`config.mk`:
```
export PLATFORM = sky130hd
export DESIGN_NAME = llsdcard_data
export DESIGN_NICKNAME = d
export VERILOG_FILES = /design/src/rtl/llsdcard_data.sv
export SDC_FILE = /design/constraint.sdc
export NUM_CORES = 1
export LEC_CHECK = 0
export BUFFER_PORTS_ARGS = -buffer_cell sky130_fd_sc_hd__buf_2
export CAP_MARGIN = 20
export CORE_MARGIN = 5
export CORE_UTILIZATION = 65
export CTS_CLUSTER_DIAMETER = 40
export CTS_CLUSTER_SIZE = 20
export DETAILED_ROUTE_END_ITERATION = 16
export PLACE_DENSITY = 0.88
export SLEW_MARGIN = 20
export SYNTH_ARGS = -nofsm -noshare
export SYNTH_HDL_FRONTEND = slang
export SYNTH_SLANG_ARGS = --single-unit
```
`constraint.sdc`:
```
create_clock -name i_clk -period 5.55 [get_ports i_clk]
set_input_delay 1.11 -clock i_clk [delete_from_list [all_inputs] [get_ports i_clk]]
set_output_delay 1.11 -clock i_clk [all_outputs]
set_load 0.1 [all_outputs]
```
`src/rtl/llsdcard_data.sv`:
```
// Card-side DAT0 engine for the SD-over-SPI-pins host.
// Receives write blocks (start bit, data, CRC16, end bit), answers with the
// CRC status token and a busy period, and transmits read blocks with a CRC16.
// Bits are launched on i_pedge and sampled on i_nedge; without a strobe all
// state holds.
module llsdcard_data #(
  parameter logic [15:0] TAPS        = 16'h1021,
  parameter int          BLOCK_BYTES = 512,
  parameter int          BUSY_CYCLES = 8
) (
  input  logic       i_clk,
  input  logic       i_reset_n,
  input  logic       i_pedge,
  input  logic       i_nedge,
  input  logic       i_rx_enable,
  output logic       o_rx_stb,
  output logic [7:0] o_rx_byte,
  output logic       o_rx_done,
  output logic       o_rx_crc_err,
  input  logic       i_tx_start,
  input  logic       i_tx_valid,
  input  logic [7:0] i_tx_byte,
  output logic       o_tx_ready,
  output logic       o_tx_underrun,
  output logic       o_tx_done,
  output logic       o_busy,
  input  logic       i_sd_data,
  output logic       o_sd_data,
  output logic       o_sd_oe
);

  localparam int BW = $clog2(BLOCK_BYTES + 1);
  // Phase counter must reach 15 (CRC bits) and BUSY_CYCLES+1 (busy tail).
  localparam int CW = $clog2(BUSY_CYCLES + 18);

  localparam logic [BW-1:0] LAST_BYTE = BW'(BLOCK_BYTES - 1);
  localparam logic [CW-1:0] BUSY_LOW  = CW'(BUSY_CYCLES);
  localparam logic [4:0]    TOK_GOOD  = 5'b00101;
  localparam logic [4:0]    TOK_BAD   = 5'b01011;

  typedef enum logic [3:0] {
    IDLE, RX_DATA, RX_CRC, RX_END, NCRC, TOKEN, BUSY,
    TX_START, TX_DATA, TX_CRC, TX_STOP
  } state_t;

  state_t          state_q, state_d;
  logic [2:0]      bit_cnt_q, bit_cnt_d;
  logic [BW-1:0]   byte_cnt_q, byte_cnt_d;
  logic [CW-1:0]   cnt_q, cnt_d;
  logic [15:0]     crc_q, crc_d;
  // Shared shifter: rx data byte, received CRC, status token, tx data byte.
  logic [15:0]     sh_q, sh_d;
  logic [7:0]      hold_q, hold_d;
  logic            hold_full_q, hold_full_d;
  logic            rx_stb_q, rx_stb_d;
  logic [7:0]      rx_byte_q, rx_byte_d;
  logic            rx_done_q, rx_done_d;
  logic            rx_crc_err_q, rx_crc_err_d;
  logic            tx_underrun_q, tx_underrun_d;
  logic            tx_done_q, tx_done_d;
  logic            sd_data_q, sd_data_d;
  logic            sd_oe_q, sd_oe_d;
  logic [7:0]      tx_byte_c;
  logic            err_c;

  function automatic logic [15:0] crc_step(input logic [15:0] c, input logic b);
    return {c[14:0], 1'b0} ^ (((c[15] ^ b) != 1'b0) ? TAPS : 16'h0000);
  endfunction

  // Next-state and next-output computation for the whole data-line engine.
  always_comb begin
    state_d       = state_q;
    bit_cnt_d     = bit_cnt_q;
    byte_cnt_d    = byte_cnt_q;
    cnt_d         = cnt_q;
    crc_d         = crc_q;
    sh_d          = sh_q;
    hold_d        = hold_q;
    hold_full_d   = hold_full_q;
    rx_stb_d      = 1'b0;
    rx_byte_d     = rx_byte_q;
    rx_done_d     = 1'b0;
    rx_crc_err_d  = rx_crc_err_q;
    tx_underrun_d = 1'b0;
    tx_done_d     = 1'b0;
    sd_data_d     = sd_data_q;
    sd_oe_d       = sd_oe_q;
    tx_byte_c     = 8'hFF;
    err_c         = 1'b0;

    // Holding register accepts a byte whenever it is empty.
    if (i_tx_valid && !hold_full_q) begin
      hold_d      = i_tx_byte;
      hold_full_d = 1'b1;
    end

    case (state_q)
      IDLE: begin
        if (i_nedge && i_rx_enable && !i_sd_data) begin
          state_d    = RX_DATA;
          crc_d      = 16'h0000;
          bit_cnt_d  = 3'd0;
          byte_cnt_d = '0;
        end else if (i_tx_start) begin
          state_d = TX_START;
        end
      end
      RX_DATA: begin
        if (i_nedge) begin
          crc_d     = crc_step(crc_q, i_sd_data);
          sh_d      = {sh_q[14:0], i_sd_data};
          bit_cnt_d = bit_cnt_q + 3'd1;
          if (bit_cnt_q == 3'd7) begin
            rx_stb_d   = 1'b1;
            rx_byte_d  = {sh_q[6:0], i_sd_data};
            byte_cnt_d = byte_cnt_q + 1'b1;
            if (byte_cnt_q == LAST_BYTE) begin
              state_d = RX_CRC;
              cnt_d   = '0;
            end
          end
        end
      end
      RX_CRC: begin
        if (i_nedge) begin
          sh_d  = {sh_q[14:0], i_sd_data};
          cnt_d = cnt_q + 1'b1;
          if (cnt_q == CW'(15)) state_d = RX_END;
        end
      end
      RX_END: begin
        if (i_nedge) begin
          err_c        = (crc_q != sh_q) || !i_sd_data;
          rx_done_d    = 1'b1;
          rx_crc_err_d = err_c;
          sh_d         = {(err_c ? TOK_BAD : TOK_GOOD), 11'd0};
          state_d      = NCRC;
          cnt_d        = '0;
        end
      end
      NCRC: begin
        if (i_pedge) begin
          sd_oe_d   = 1'b1;
          sd_data_d = 1'b1;
          cnt_d     = cnt_q + 1'b1;
          if (cnt_q == CW'(1)) begin
            state_d = TOKEN;
            cnt_d   = '0;
          end
        end
      end
      TOKEN: begin
        if (i_pedge) begin
          sd_data_d = sh_q[15];
          sh_d      = {sh_q[14:0], 1'b0};
          cnt_d     = cnt_q + 1'b1;
          if (cnt_q == CW'(4)) begin
            state_d = BUSY;
            cnt_d   = '0;
          end
        end
      end
      BUSY: begin
        if (i_pedge) begin
          cnt_d = cnt_q + 1'b1;
          if (cnt_q < BUSY_LOW) begin
            sd_data_d = 1'b0;
          end else if (cnt_q == BUSY_LOW) begin
            sd_data_d = 1'b1;
          end else begin
            sd_oe_d   = 1'b0;
            sd_data_d = 1'b1;
            state_d   = IDLE;
          end
        end
      end
      TX_START: begin
        if (i_pedge) begin
          sd_oe_d    = 1'b1;
          sd_data_d  = 1'b0;
          state_d    = TX_DATA;
          crc_d      = 16'h0000;
          bit_cnt_d  = 3'd0;
          byte_cnt_d = '0;
        end
      end
      TX_DATA: begin
        if (i_pedge) begin
          if (bit_cnt_q == 3'd0) begin
            // Reload on bit 7; an empty holding register sends 8'hFF.
            if (hold_full_q) begin
              tx_byte_c   = hold_q;
              hold_full_d = 1'b0;
            end else begin
              tx_byte_c     = 8'hFF;
              tx_underrun_d = 1'b1;
            end
          end else begin
            tx_byte_c = sh_q[7:0];
          end
          sd_data_d = tx_byte_c[7];
          crc_d     = crc_step(crc_q, tx_byte_c[7]);
          sh_d      = {8'h00, tx_byte_c[6:0], 1'b0};
          bit_cnt_d = bit_cnt_q + 3'd1;
          if (bit_cnt_q == 3'd7) begin
            byte_cnt_d = byte_cnt_q + 1'b1;
            if (byte_cnt_q == LAST_BYTE) begin
              state_d = TX_CRC;
              cnt_d   = '0;
            end
          end
        end
      end
      TX_CRC: begin
        if (i_pedge) begin
          sd_data_d = crc_q[15];
          crc_d     = {crc_q[14:0], 1'b0};
          cnt_d     = cnt_q + 1'b1;
          if (cnt_q == CW'(15)) begin
            state_d = TX_STOP;
            cnt_d   = '0;
          end
        end
      end
      TX_STOP: begin
        if (i_pedge) begin
          if (cnt_q == '0) begin
            sd_data_d = 1'b1;
            cnt_d     = CW'(1);
          end else begin
            sd_oe_d   = 1'b0;
            sd_data_d = 1'b1;
            tx_done_d = 1'b1;
            state_d   = IDLE;
          end
        end
      end
      default: state_d = IDLE;
    endcase
  end

  // State and registered outputs; reset aborts any block and releases DAT0.
  always_ff @(posedge i_clk or negedge i_reset_n) begin
    if (!i_reset_n) begin
      state_q       <= IDLE;
      bit_cnt_q     <= 3'd0;
      byte_cnt_q    <= '0;
      cnt_q         <= '0;
      crc_q         <= 16'h0000;
      sh_q          <= 16'h0000;
      hold_q        <= 8'h00;
      hold_full_q   <= 1'b0;
      rx_stb_q      <= 1'b0;
      rx_byte_q     <= 8'h00;
      rx_done_q     <= 1'b0;
      rx_crc_err_q  <= 1'b0;
      tx_underrun_q <= 1'b0;
      tx_done_q     <= 1'b0;
      sd_data_q     <= 1'b1;
      sd_oe_q       <= 1'b0;
    end else begin
      state_q       <= state_d;
      bit_cnt_q     <= bit_cnt_d;
      byte_cnt_q    <= byte_cnt_d;
      cnt_q         <= cnt_d;
      crc_q         <= crc_d;
      sh_q          <= sh_d;
      hold_q        <= hold_d;
      hold_full_q   <= hold_full_d;
      rx_stb_q      <= rx_stb_d;
      rx_byte_q     <= rx_byte_d;
      rx_done_q     <= rx_done_d;
      rx_crc_err_q  <= rx_crc_err_d;
      tx_underrun_q <= tx_underrun_d;
      tx_done_q     <= tx_done_d;
      sd_data_q     <= sd_data_d;
      sd_oe_q       <= sd_oe_d;
    end
  end

  assign o_rx_stb      = rx_stb_q;
  assign o_rx_byte     = rx_byte_q;
  assign o_rx_done     = rx_done_q;
  assign o_rx_crc_err  = rx_crc_err_q;
  assign o_tx_ready    = !hold_full_q;
  assign o_tx_underrun = tx_underrun_q;
  assign o_tx_done     = tx_done_q;
  assign o_busy        = (state_q != IDLE);
  assign o_sd_data     = sd_data_q;
  assign o_sd_oe       = sd_oe_q;

endmodule

```
### After elaboration in Yosys (flattened, before gate mapping)

Index checks and enable logic that the tools add are counted.
Widths: inputs -> output; s select.

* add/sub/neg operators: 3
* magnitude comparators: 1
* equal/unequal tests: 44
* multiplexer cells: 100
* bitwise operators: 4
* reductions and logical operators: 28

Operators with widths (number)
* $mux 16: 9
* $mux 4: 24
* $pmux 16 s5: 1
* $mux 5: 15
* $pmux 16 s4: 1
* $mux 10: 5
* $ne 2x2->1 const B: 23
* $pmux 5 s9: 1
* $pmux 4 s11: 1
* $pmux 10 s4: 1
* $mux 8: 4
* $xor 16x13->16: 2
* $mux 1: 29
* $mux 13: 2
* $reduce_and 22->1: 1
* $eq 4x3->1 const B: 4
* $ne 16x16->1: 1
* $reduce_and 7->1: 2
* $eq 4x4->1 const B: 3
* $mux 3: 4
* $pmux 3 s4: 1
* $reduce_bool 4->1: 3
* $reduce_and 11->1: 1
* $add 10x1->10 const B: 1
* 30 further kinds: 41

* bits in registers: 78
* input bits: 16
* logic and storage cells: 196

### Longest topological paths before layout

Gate-level depths: netlist of run 1.

* depth after elaboration: 9
* gate-level depth with buffers: 9
* depth with buffers taken out: 9

### Worst setup path after synthesis of run 1

No wires, ideal clock.

* kind: input to register
* start point: input port i_nedge
* end point: register byte_cnt_q[6]
* setup time: 0.110 ns
* arrival: 2.468 ns
* required time: 5.440 ns
* path slack: 2.972 ns
* stages: 7
* path buffers: 2
* cell sequence: clkbuf_1 nand3b_1 nand3_1 o211ai_1 nand2b_1 clkbuf_1 o41ai_1

* word-level cells in the longest chain between the ends: 4
* elaborated cells between the ends (all ways): 5
* those cells by class: eq/ne (2); reduce/logical (3)

Ends and longest elaborated chain
* from (decl): RTL line 14 `input logic i_nedge,`
* $logic_and 1x1->1 (2 in a row): RTL line 99 `if (i_nedge && i_rx_enable && !i_sd_data) begin`
* $ne 2x2->1 (no line)
* $reduce_and 5->1 (no line) *
* to (signal assigned): RTL line 264 `byte_cnt_q <= byte_cnt_d;`
* to (decl): RTL line 48 `logic [BW-1:0] byte_cnt_q, byte_cnt_d;`

Every way passes the cells marked *; elsewhere a longest branch is shown, timed or not.
A chain may end at the register's enable or synchronous reset.

### Final worst setup path of run 1

* start point: register state_q[0]
* end point: output port o_busy

* word-level cells in the longest chain between the ends: 1

Ends and longest elaborated chain
* from (decl): RTL line 46 `state_t state_q, state_d;`
* from (signal assigned): RTL line 262 `state_q <= state_d;`
* $reduce_bool 4->1: RTL line 288 `assign o_busy = (state_q != IDLE);`
* to (decl): RTL line 26 `output logic o_busy,`

No other way between the ends.

==> metrics.md, run 1 <==
| Metric | Value |
|---|---|
| Post-CTS sizing | 0 |
| FF-to-FF End | state_q[0] |
| Vias post-DR | 3624 |
| Syn nets | about 470 |
| Worst hold-check path type | reg2reg |
| Ys flop type | dfrtp_1 |
| Yosys cell types | 74 |
| Setup Fix Bufs, Post-CTS | 0 |
| CTS clk-pin slew, worst paths | approximately 70 ps |
| Core Util, Final | between 70 and 80% |
| FF-to-FF path depth | 7 |
| WP data arrival | 2160 ps |
| Final hold violation count | 0 |
| Routed vias/inst | 6.57 |
| CP required | 4440 ps |
| Worst skew pair latency | 360 ps |
| Power Dens Cells | 498 mW/mm² |
| Kind of end point of the critical path | output port |
| I/O pin total | 33 |
| Grt ovf | 0 |
| Area grow syn2layout | 7.79% |
| Outcome | completed |
| DRC violations left | 0 |
| Skew final | around 7.4 ps |
| Crit path launch type | flip-flop |
| Sequential fraction of the synthesis area | 44.0% |
| Critical-path maximum fanout | 27 |
| Layout cells sized above 1 | 19.3% |
| Die Area | 0.00858 mm² |
| Crit share post-route | 58.9% |
| CORE AREA | approximately 0.0067 mm² |
| Longest Clk Path Bufs | 2 |
| Max-cap viol count | 0 |
| Largest net degree at the start of global routing | between 70 and 80 |
| PnR worst setup slack | 2280 ps |
| Mapped cell area | approximately 0.0044 mm² |
| Dpl ws | 2390 ps |
| Initial DRC Count | about 440 |
| Worst slew pin tran | 964 ps |
| Fin crit period | 3270 ps |
| FF-to-FF setup slack | 2730 ps |
| Critical path class | reg2out |
| Vias in the first global route | 3604 |
| # setup viols final | 0 |
| Post-synth EDFFs | 0 |
| Fmax | 0.306 GHz |
| CTS tree | done |
| Post-DP HPWL | approximately 7000 µm |
| First-pass GRT wire length | 17400 µm |
| Inserted Clock Buffers | 9 |
| IR drop worst, VDD | 0.207 mV |
| Post-route setup TNS | 0 ps |
| CTS sink count | 78 |
| Diodes inserted | 0 |
| Endpoint, Worst Hold | o_sd_oe |
| Detail Route Antenna Nets | 0 |
| Hold buffers post-CTS | 0 |
| Routed WL per cell | approximately 19 µm |
| Slew Limit Fails | 0 |
| Placement row count | 30 |
| H-tree lvl count | 3 |
| Pre-antenna DRT Iters | 5 |
| Gpl congestion | 0.891 |
| Initial antenna violation count | 0 |
| Leak Pwr | about 0.0022 µW |
| Synthesized area per cell | 9.92 µm² |
| Synth Warn # | 0 |
| Nets | ~490 |
| Mapped Cells | roughly 450 |
| Chip height | 92.6 µm |
| Final wirelength | 10200 µm |
| Die width | roughly 90 µm |
| Input/output buffers | 32 |
| Relative slew slack | 35.7% |
| Worst Hold Launch | o_sd_oe |
| Critical R2R Launch | bit_cnt_q[0] |
| Unrepaired setup endpoints after global routing | false |
| Async S/R FF share, synth | 100% |
| Initial Util | 66.0% |
| Root buffer cell | clkbuf_8 |
| Hold path depth | 1 |
| All-Layer GR Usage | roughly a quarter |
| Register bit total from synthesis | 78 |
[layout make-up]
type	instances	area [µm²]
Inverter	22	82.6
Sequential cell	78	1950
Multi-Input combinational cell	323	2280
Clock buffer	9	124
Timing Repair Buffer	34	178
Clock inverter	6	63.8
Tap cell	80	100
Fill cell	488	1940
[how the worst max path moves through the flow]
stage / depth (start not counted) / start / end / slack, ps
2_1_floorplan: 7 / i_nedge / byte_cnt_q[6] / 2970
3_3_place_gp: 6 / i_pedge / byte_cnt_q[5] / 2520
3_5_place_dp: 6 / i_pedge / byte_cnt_q[8] / 2390
4_1_cts: 3 / state_q[0] / o_busy / 2350
5_1_grt: 3 / state_q[0] / o_busy / 2240
6_report: 3 / state_q[0] / o_busy / 2280
[layer usage]
metal	share of wire, %	GRT usage, %	vias up	wire, µm
li1	-	-	1677	-
met1	43	35.0	1771	4390
met2	49	40.8	163	5000
met3	6.6	4.31	13	675
met4	1.5	9.41	0	151
met5	0	0	-	0
[synth_stat cells, types with 3 or more instances]
| library cell | number | area share (%) |
|---|---|---|
| a21oi_1 | 9 | 1.0 |
| nor4_1 | 3 | 0.42 |
| mux2i_1 | 3 | 0.68 |
| inv_1 | 22 | 1.9 |
| mux2_1 | 4 | 1.0 |
| o211ai_1 | 5 | 0.85 |
| xor2_1 | 16 | 3.2 |
| o41ai_1 | 3 | 0.59 |
| nor3_1 | 6 | 0.68 |
| ha_1 | 9 | 2.5 |
| nor2_1 | 31 | 2.6 |
| a31oi_1 | 12 | 1.7 |
| nand2b_1 | 7 | 0.99 |
| a22o_1 | 15 | 3.0 |
| o21ai_0 | 37 | 4.2 |
| mux2_2 | 18 | 4.6 |
| buf_2 | 7 | 0.79 |
| dfrtp_1 | 77 | 43 |
| o22ai_1 | 3 | 0.42 |
| nor2b_1 | 7 | 0.99 |
| or3_1 | 4 | 0.56 |
| or2_2 | 3 | 0.42 |
| clkbuf_1 | 12 | 1.0 |
| nand2_1 | 40 | 3.4 |
| nor3_2 | 3 | 0.68 |
| o31ai_1 | 6 | 1.0 |
| nand4_1 | 5 | 0.71 |
| nand3_1 | 17 | 1.9 |
| a21o_1 | 5 | 0.85 |
[cell families after synthesis]
family / count (synthesis) / share of synthesized area [%]
buffers and inverters: 46 / 4.60
AOI/OAI and AO/OA: 120 / 19.9
DFF: 78 / 44.0
xor gates and xnor gates: 17 / 3.36
and+or+nand+nor: 152 / 19.4
muxes: 25 / 6.26
adders and majority gates: 9 / 2.54
[state kept, by name (all words and copies together), names as in the netlist, 3 cells and up]
name / count
sh_q: 16
byte_cnt_q: 10
cnt_q: 5
state_q: 4
bit_cnt_q: 3
o_rx_byte: 8
crc_q: 16
hold_q: 8
[layout by cell type (no fill, tap or decap), types with 3 or more instances in the layout]
master	Yosys	layout
clkbuf_8	0	9
a31oi_1	12	12
nor2_1	31	31
a21o_1	5	5
buf_4	2	3
o21ai_0	37	37
mux2i_1	3	3
nor3_2	3	3
mux2_1	4	4
o211ai_1	5	5
nor2b_1	7	7
a22o_1	15	15
nand2b_1	7	7
nor4_1	3	3
mux2_2	18	18
o31ai_1	6	6
nand4_1	5	5
nand2_1	40	40
or2_2	3	3
or3_1	4	4
ha_1	9	9
nand3_1	17	17
a21oi_1	9	9
xor2_1	16	16
inv_1	22	22
o22ai_1	3	3
o41ai_1	3	3
dfrtp_1	77	77
buf_2	7	31
nor3_1	6	6
[power breakdown]
group,switching (µW),internal (µW),total [µW]
Clock,211,204,415
Combinational,688,411,1100
Sequential,174,695,869
[metrics by stage]
step / area (µm²) / total power [µW] / hold slack (ps) / cells
after floorplan: 4440 / 1730 / 457 / 447
after global placement: 4580 / 1890 / 473 / 536
after detailed placement: 4580 / 1940 / 484 / 536
after CTS: 4770 / 2360 / 501 / 551
after global routing: 4780 / 2540 / 529 / 552
final: 4780 / 2380 / 501 / 552
[critical path, cell delays in order (launching register included)]
cell	delay, ps
dfrtp_1	940
nor2_1	250
nand2_1	170
buf_2	440
Note: power is estimated with default switching activity, not from simulation.
==> run 2: changes to the inputs <==
--- a/config.mk
+++ b/config.mk
@@ -8,11 +8,11 @@
 export BUFFER_PORTS_ARGS = -buffer_cell sky130_fd_sc_hd__buf_2
 export CAP_MARGIN = 20
 export CORE_MARGIN = 5
-export CORE_UTILIZATION = 65
+export CORE_UTILIZATION = 60
 export CTS_CLUSTER_DIAMETER = 40
 export CTS_CLUSTER_SIZE = 20
 export DETAILED_ROUTE_END_ITERATION = 16
-export PLACE_DENSITY = 0.88
+export PLACE_DENSITY = 0.83
 export SLEW_MARGIN = 20
 export SYNTH_ARGS = -nofsm -noshare
 export SYNTH_HDL_FRONTEND = slang
==> constraint.sdc (replaced) <==
create_clock -name i_clk -period 3.1 [get_ports i_clk]
set_input_delay 0.62 -clock i_clk [delete_from_list [all_inputs] [get_ports i_clk]]
set_output_delay 0.62 -clock i_clk [all_outputs]
set_load 0.1 [all_outputs]
==> metrics.md, run 2 (synthesized netlist as in run 1, its figures left out) <==
| Metric | Value |
|---|---|
| Final wirelength | 10100 µm (was 10200 µm) |
| Crit path depth | 3 (unchanged) |
| CORE AREA | 0.00721 mm² (was 0.00672 mm²) |
| Unrepaired setup endpoints after global routing | false (unchanged) |
| Outcome | completed (unchanged) |
| I/O pin total | 33 (unchanged) |
| Filler cells | 554 (was 488) |
| Leak Pwr | 0.00224 µW (was 0.00220 µW) |
| Fin crit period | 2710 ps |
| FF-to-FF setup slack | 450 ps (was 2730 ps) |
| FF-to-FF End | byte_cnt_q[6] (was state_q[0]) |
| Skew final | 19.2 ps (was 7.39 ps) |
| Initial Util | 61.5% (was 66.0%) |
| Relative slew slack | 35.4% (was 35.7%) |
| Largest net degree at the start of global routing | 79 (unchanged) |
| Gpl congestion | 0.923 (was 0.891) |
| CP max-delay cell | dfrtp_1 (unchanged) |
| Die width | 96.0 µm (was 92.6 µm) |
| Placement row count | 31 (was 30) |
| Most frequent cells in the layout | dfrtp_1 (77), nand2_1 (40), o21ai_0 (37) (unchanged) |
| DRC violations left | 0 (unchanged) |
| CTS sink count | 78 (unchanged) |
| Vias in the first global route | 3535 (was 3604) |
| Nets | 497 (was 493) |
| Top flop regs | crc_q: 16 flops, sh_q: 16 flops, byte_cnt_q: 10 flops (unchanged) |
| WP data arrival | 2090 ps (was 2160 ps) |
| Post-DP HPWL | 6960 µm (was 7030 µm) |
| Delay-heaviest family, CP | flip-flops (unchanged) |
| Max-cap viol count | 0 (unchanged) |
| Commonest non-fill, non-tap cell in the layout | dfrtp_1 (unchanged) |
| First-pass GRT wire length | 17300 µm (was 17400 µm) |
| Design Power | 4390 µW (was 2380 µW) |
| Critical path class | reg2out (unchanged) |
| Switch Pwr | 1910 µW (was 1070 µW) |
| Setup Fix Bufs, Post-CTS | 0 (unchanged) |
| Critical R2R Launch | state_q[2] (was bit_cnt_q[0]) |
| Kind of end point of the critical path | output port (unchanged) |
| Worst skew pair latency | 370 ps (was 360 ps) |
| Initial DRC Count | 266 (was 437) |
| Cell Int Power | 2480 µW (was 1310 µW) |
| Hold buffers post-CTS | 0 (unchanged) |
| Clock share of power | 19.8% (was 17.4%) |
| Critical-path cell list | nor2_1, nand2_1, buf_2 (unchanged) |
| Routed vias/inst | 6.26 (was 6.57) |
| Max incr delay on CP | 850 ps (was 940 ps) |
| # setup viols final | 0 (unchanged) |
| Comb pwr share | 45.3% (was 46.1%) |
| Final hold violation count | 0 (unchanged) |
| Worst path bufs/invs | 1 (unchanged) |
| Diodes inserted | 0 (unchanged) |
| Chip height | 96.0 µm (was 92.6 µm) |
| Pre-antenna DRT Iters | 5 (unchanged) |
| CTS clk-pin slew, worst paths | 90 ps (was 70 ps) |
| Root buffer cell | clkbuf_8 (unchanged) |
| Inserted Clock Buffers | 9 (unchanged) |
| All-Layer GR Usage | 24.2% (was 25.5%) |
| Input/output buffers | 32 (unchanged) |
| Layout cells sized above 1 | 19.7% (was 19.3%) |
| Area taken by multi-input logic gates | 0.00228 mm² (about the same) |
| Initial antenna violation count | 0 (unchanged) |
| Reg power frac | 34.9% (was 36.5%) |
| Worst Setup SP | state_q[2] (was state_q[0]) |
| Vias post-DR | 3603 (was 3624) |
| FF/Latch Area | 0.00195 mm² (unchanged) |
| Fmax | 0.369 GHz |
| Crit path to | o_busy (unchanged) |
| Worst slew pin tran | 969 ps (was 964 ps) |
| Grt ovf | 0 (unchanged) |
| Sw frac | 43.5% (was 45.0%) |
| IR drop worst, VDD | 0.440 mV (was 0.207 mV) |
| CTS tree | done (unchanged) |
| Routed WL per cell | 17.5 µm (was 18.5 µm) |
| H-tree lvl count | 3 (unchanged) |
| Area grow syn2layout | 9.79% (was 7.79%) |
| Detail Route Antenna Nets | 0 (unchanged) |
| Crit path launch type | flip-flop (unchanged) |
| Critical-path maximum fanout | 24 (was 27) |
| Die Area | 0.00921 mm² (was 0.00858 mm²) |
| Slew Limit Fails | 0 (unchanged) |
| CP required | 2480 ps (was 4440 ps) |
| Post-route setup TNS | 0 ps (unchanged) |
| FF-to-FF path depth | 5 (was 7) |
| Power Dens Cells | 902 mW/mm² (was 498 mW/mm²) |
| Worst hold-check path type | in2async (was reg2reg) |
| Longest Clk Path Bufs | 2 (unchanged) |
| Post-CTS sizing | 0 (unchanged) |
| Crit share post-route | 87.5% |
run 2: worst min path at each step:
stage / cells after the start / endpoint / from
2_1_floorplan: 0 / bit_cnt_q[0] / i_reset_n
3_3_place_gp: 2 / o_sd_data / o_sd_data
3_5_place_dp: 2 / o_sd_data / o_sd_data
4_1_cts: 1 / cnt_q[1] / i_reset_n
5_1_grt: 2 / hold_q[3] / i_tx_byte[3]
6_report: 1 / cnt_q[1] / i_reset_n
run 2: power groups by stage:
stage,combinational (µW),sequential [µW],clock [µW]
floorplan,1530,1560,0
global placement,1890,1530,0
detailed placement,1950,1550,0
CTS,1970,1530,874
global route,2180,1570,921
finish,1990,1530,868
run 2: cell type report:
type                       count  share of cell area [%]
multi-input combinational    323                    46.8
clock buffer                  11                    2.90
sequential                    78                    40.1
timing repair buffer          38                    4.27
inverter                      22                    1.70
tap                           99                    2.54
clock inverter                 5                    1.70
run 2: per-layer routing:
layer	GRT usage, %	part of all wire (%)	vias to the layer above	wire [µm]
met1	33.8	45	1775	4580
met4	10.1	2.1	0	214
met3	5.39	6.0	25	608
met5	0	0	-	0
met2	36.4	46	120	4670
li1	-	-	1683	-
run 2: worst register-to-register path, cell delays in order (launching register included):
cell and delay [ps]:
dfrtp_1 850, nand4b_1 400, inv_1 120, o211ai_1 320, nand2b_1 400, o41ai_1 430
run 2: metrics by stage:
stage | util [%] | setup slack (ps) | cell area [µm²] | hold slack (ps) | cells
after floorplan | - | 781 | 4440 | 324 | 447
after global placement | 64.4 | 609 | 4650 | 472 | 560
after detailed placement | 64.4 | 536 | 4650 | 464 | 560
after CTS | 67.5 | 420 | 4870 | 434 | 576
after global routing | 67.5 | 251 | 4870 | 484 | 576
final | 67.5 | 388 | 4870 | 356 | 576
==> run 3: changes to the inputs <==
--- a/config.mk
+++ b/config.mk
@@ -13,6 +13,7 @@
 export CTS_CLUSTER_SIZE = 20
 export DETAILED_ROUTE_END_ITERATION = 16
 export PLACE_DENSITY = 0.83
+export RECOVER_POWER = 100
 export SLEW_MARGIN = 20
 export SYNTH_ARGS = -nofsm -noshare
 export SYNTH_HDL_FRONTEND = slang
==> constraint.sdc (replaced) <==
create_clock -name i_clk -period 3.1 [get_ports i_clk]
set_input_delay 0.62 -clock i_clk [delete_from_list [all_inputs] [get_ports i_clk]]
set_output_delay 0.62 -clock i_clk [all_outputs]
set_load 0.01 [all_outputs]
==> metrics.md, run 3 (synthesized netlist as in run 1, its figures left out) <==
| Metric | Value |
|---|---|
| Outcome | finished with violations (was completed) |
| Failing checks | capacitance limit, slew limit |
| Critical-path maximum fanout | 24 (unchanged) |
| Gpl congestion | 0.923 (unchanged) |
| Post-CTS sizing | 0 (unchanged) |
| Placement row count | 31 (unchanged) |
| Longest Clk Path Bufs | 2 (unchanged) |
| Pre-antenna DRT Iters | 5 (unchanged) |
| Fmax | 0.356 GHz (was 0.369 GHz) |
| Setup Fix Bufs, Post-CTS | 0 (unchanged) |
| Final wirelength | 10100 µm (about the same) |
| Vias post-DR | 3617 (was 3603) |
| Filler cells | 571 (was 554) |
| Skew final | 18.1 ps (was 19.2 ps) |
| Area grow syn2layout | 8.63% (was 9.79%) |
| Relative slew slack | -27.5% (was 35.4%) |
| Largest net degree at the start of global routing | 79 (unchanged) |
| Nets | 497 (unchanged) |
| Power Dens Cells | 862 mW/mm² (was 902 mW/mm²) |
| Post-DP HPWL | 6960 µm (unchanged) |
| CORE AREA | 0.00721 mm² (unchanged) |
| Root buffer cell | clkbuf_8 (unchanged) |
| Most frequent cells in the layout | dfrtp_1 (77), nand2_1 (40), o21ai_0 (37) (unchanged) |
| Initial DRC Count | 269 (was 266) |
| Routed vias/inst | 6.28 (was 6.26) |
| Max-cap viol count | 1 (was 0) |
| Dpl ws | 536 ps (unchanged) |
| Top flop regs | crc_q: 16 flops, sh_q: 16 flops, byte_cnt_q: 10 flops (unchanged) |
| IR drop worst, VDD | 0.441 mV (was 0.440 mV) |
| First-pass GRT wire length | 17300 µm (unchanged) |
| Initial antenna violation count | 0 (unchanged) |
| Fin crit period | 2810 ps (was 2710 ps) |
| Unrepaired setup endpoints after global routing | false (unchanged) |
| Layout cells sized above 1 | 15.1% (was 19.7%) |
| Inserted Clock Buffers | 9 (unchanged) |
| Crit path launch type | flip-flop (unchanged) |
| Crit share post-route | 90.7% (was 87.5%) |
| Die width | 96.0 µm (unchanged) |
| Leak Pwr | 0.00216 µW (was 0.00224 µW) |
| Hold path depth | 2 |
| Chip height | 96.0 µm (unchanged) |
| Die Area | 0.00921 mm² (unchanged) |
| Grt ovf | 0 (unchanged) |
| WP data arrival | 3050 ps (was 2090 ps) |
| Routed WL per cell | 17.5 µm (about the same) |
| Input/output buffers | 32 (unchanged) |
| Worst slew pin tran | 1910 ps (was 969 ps) |
| CTS sink count | 78 (unchanged) |
| Slew Limit Fails | 79 (was 0) |
| All-Layer GR Usage | 24.2% (unchanged) |
| FF-to-FF path depth | 3 (was 5) |
| Worst hold-check path type | in2reg (was in2async) |
| I/O pin total | 33 (unchanged) |
| Final hold violation count | 0 (unchanged) |
| # setup viols final | 0 (unchanged) |
| H-tree lvl count | 3 (unchanged) |
| Diodes inserted | 0 (unchanged) |
| Worst skew pair latency | 370 ps (about the same) |
| Hold buffers post-CTS | 0 (unchanged) |
| CTS tree | done (unchanged) |
| Initial Util | 61.5% (unchanged) |
| Commonest non-fill, non-tap cell in the layout | dfrtp_1 (unchanged) |
| Vias in the first global route | 3535 (unchanged) |
| Post-route setup TNS | 0 ps (unchanged) |
| Kind of end point of the critical path | flip-flop (was output port) |
| PnR worst setup slack | 289 ps (was 388 ps) |
| CTS clk-pin slew, worst paths | 90 ps (about the same) |
| Critical path class | reg2reg (was reg2out) |
| Detail Route Antenna Nets | 0 (unchanged) |
| CP required | 3340 ps (was 2480 ps) |
| DRC violations left | 0 (unchanged) |
[run 3: changes by cell type in the layout (fill, tap and decap cells not counted), moves of 2 or more]
cell      previous run  this run
clkbuf_1             1        19
buf_2               31        14
buf_4                7         4
clkbuf_2             0         2
[run 3: where the power goes]
group	internal [µW]	switching, µW
registers	1250	286
logic	731	1020
clock network	477	389
total	2450	1700
[run 3: final cells by class]
cell class                      count  area, µm²  area share, %
Multi-Input combinational cell    323       2260           46.8
Tap cell                           99        124           2.57
Sequential cell                    78       1950           40.5
Inverter                           22       82.6           1.71
Clock inverter                      5       82.6           1.71
Timing Repair Buffer               38        178           3.69
Clock buffer                       11        141           2.93
[run 3: worst paths after layout]
check,start,end,slack (ps)
max,state_q[2],o_rx_byte[1],290
min,i_tx_byte[6],hold_q[6],480
max reg2reg,state_q[2],o_rx_byte[1],290
min reg2reg,o_sd_data,o_sd_data,480
max in group asynchronous,i_reset_n,bit_cnt_q[1],1170
min in group asynchronous,i_reset_n,o_tx_done,730
[run 3: worst max-delay path: stages (launching register included)]
cell and delay, ps:
dfrtp_1 680, or2_2 480, nor3_1 1090, mux2_2 430
[run 3: per-layer routing]
metal	vias to the layer above	part of all wire [%]	GRT usage [%]	wire (µm)
met5	-	0	0	0
met4	0	2.6	10.1	262
met3	31	6.3	5.39	635
met2	141	46	36.4	4580
met1	1765	45	33.8	4570
li1	1680	-	-	-
[run 3: stage by stage]
stage | power (µW) | cells | hold slack, ps | util, % | instance area, µm²
final | 4150 | 576 | 485 | 66.8 | 4820
after floorplan | 2890 | 447 | 324 | - | 4440
after global routing | 4440 | 576 | 484 | 66.8 | 4820
after detailed placement | 3300 | 560 | 464 | 64.4 | 4650
after global placement | 3220 | 560 | 472 | 64.4 | 4650
after CTS | 4170 | 576 | 434 | 67.5 | 4870
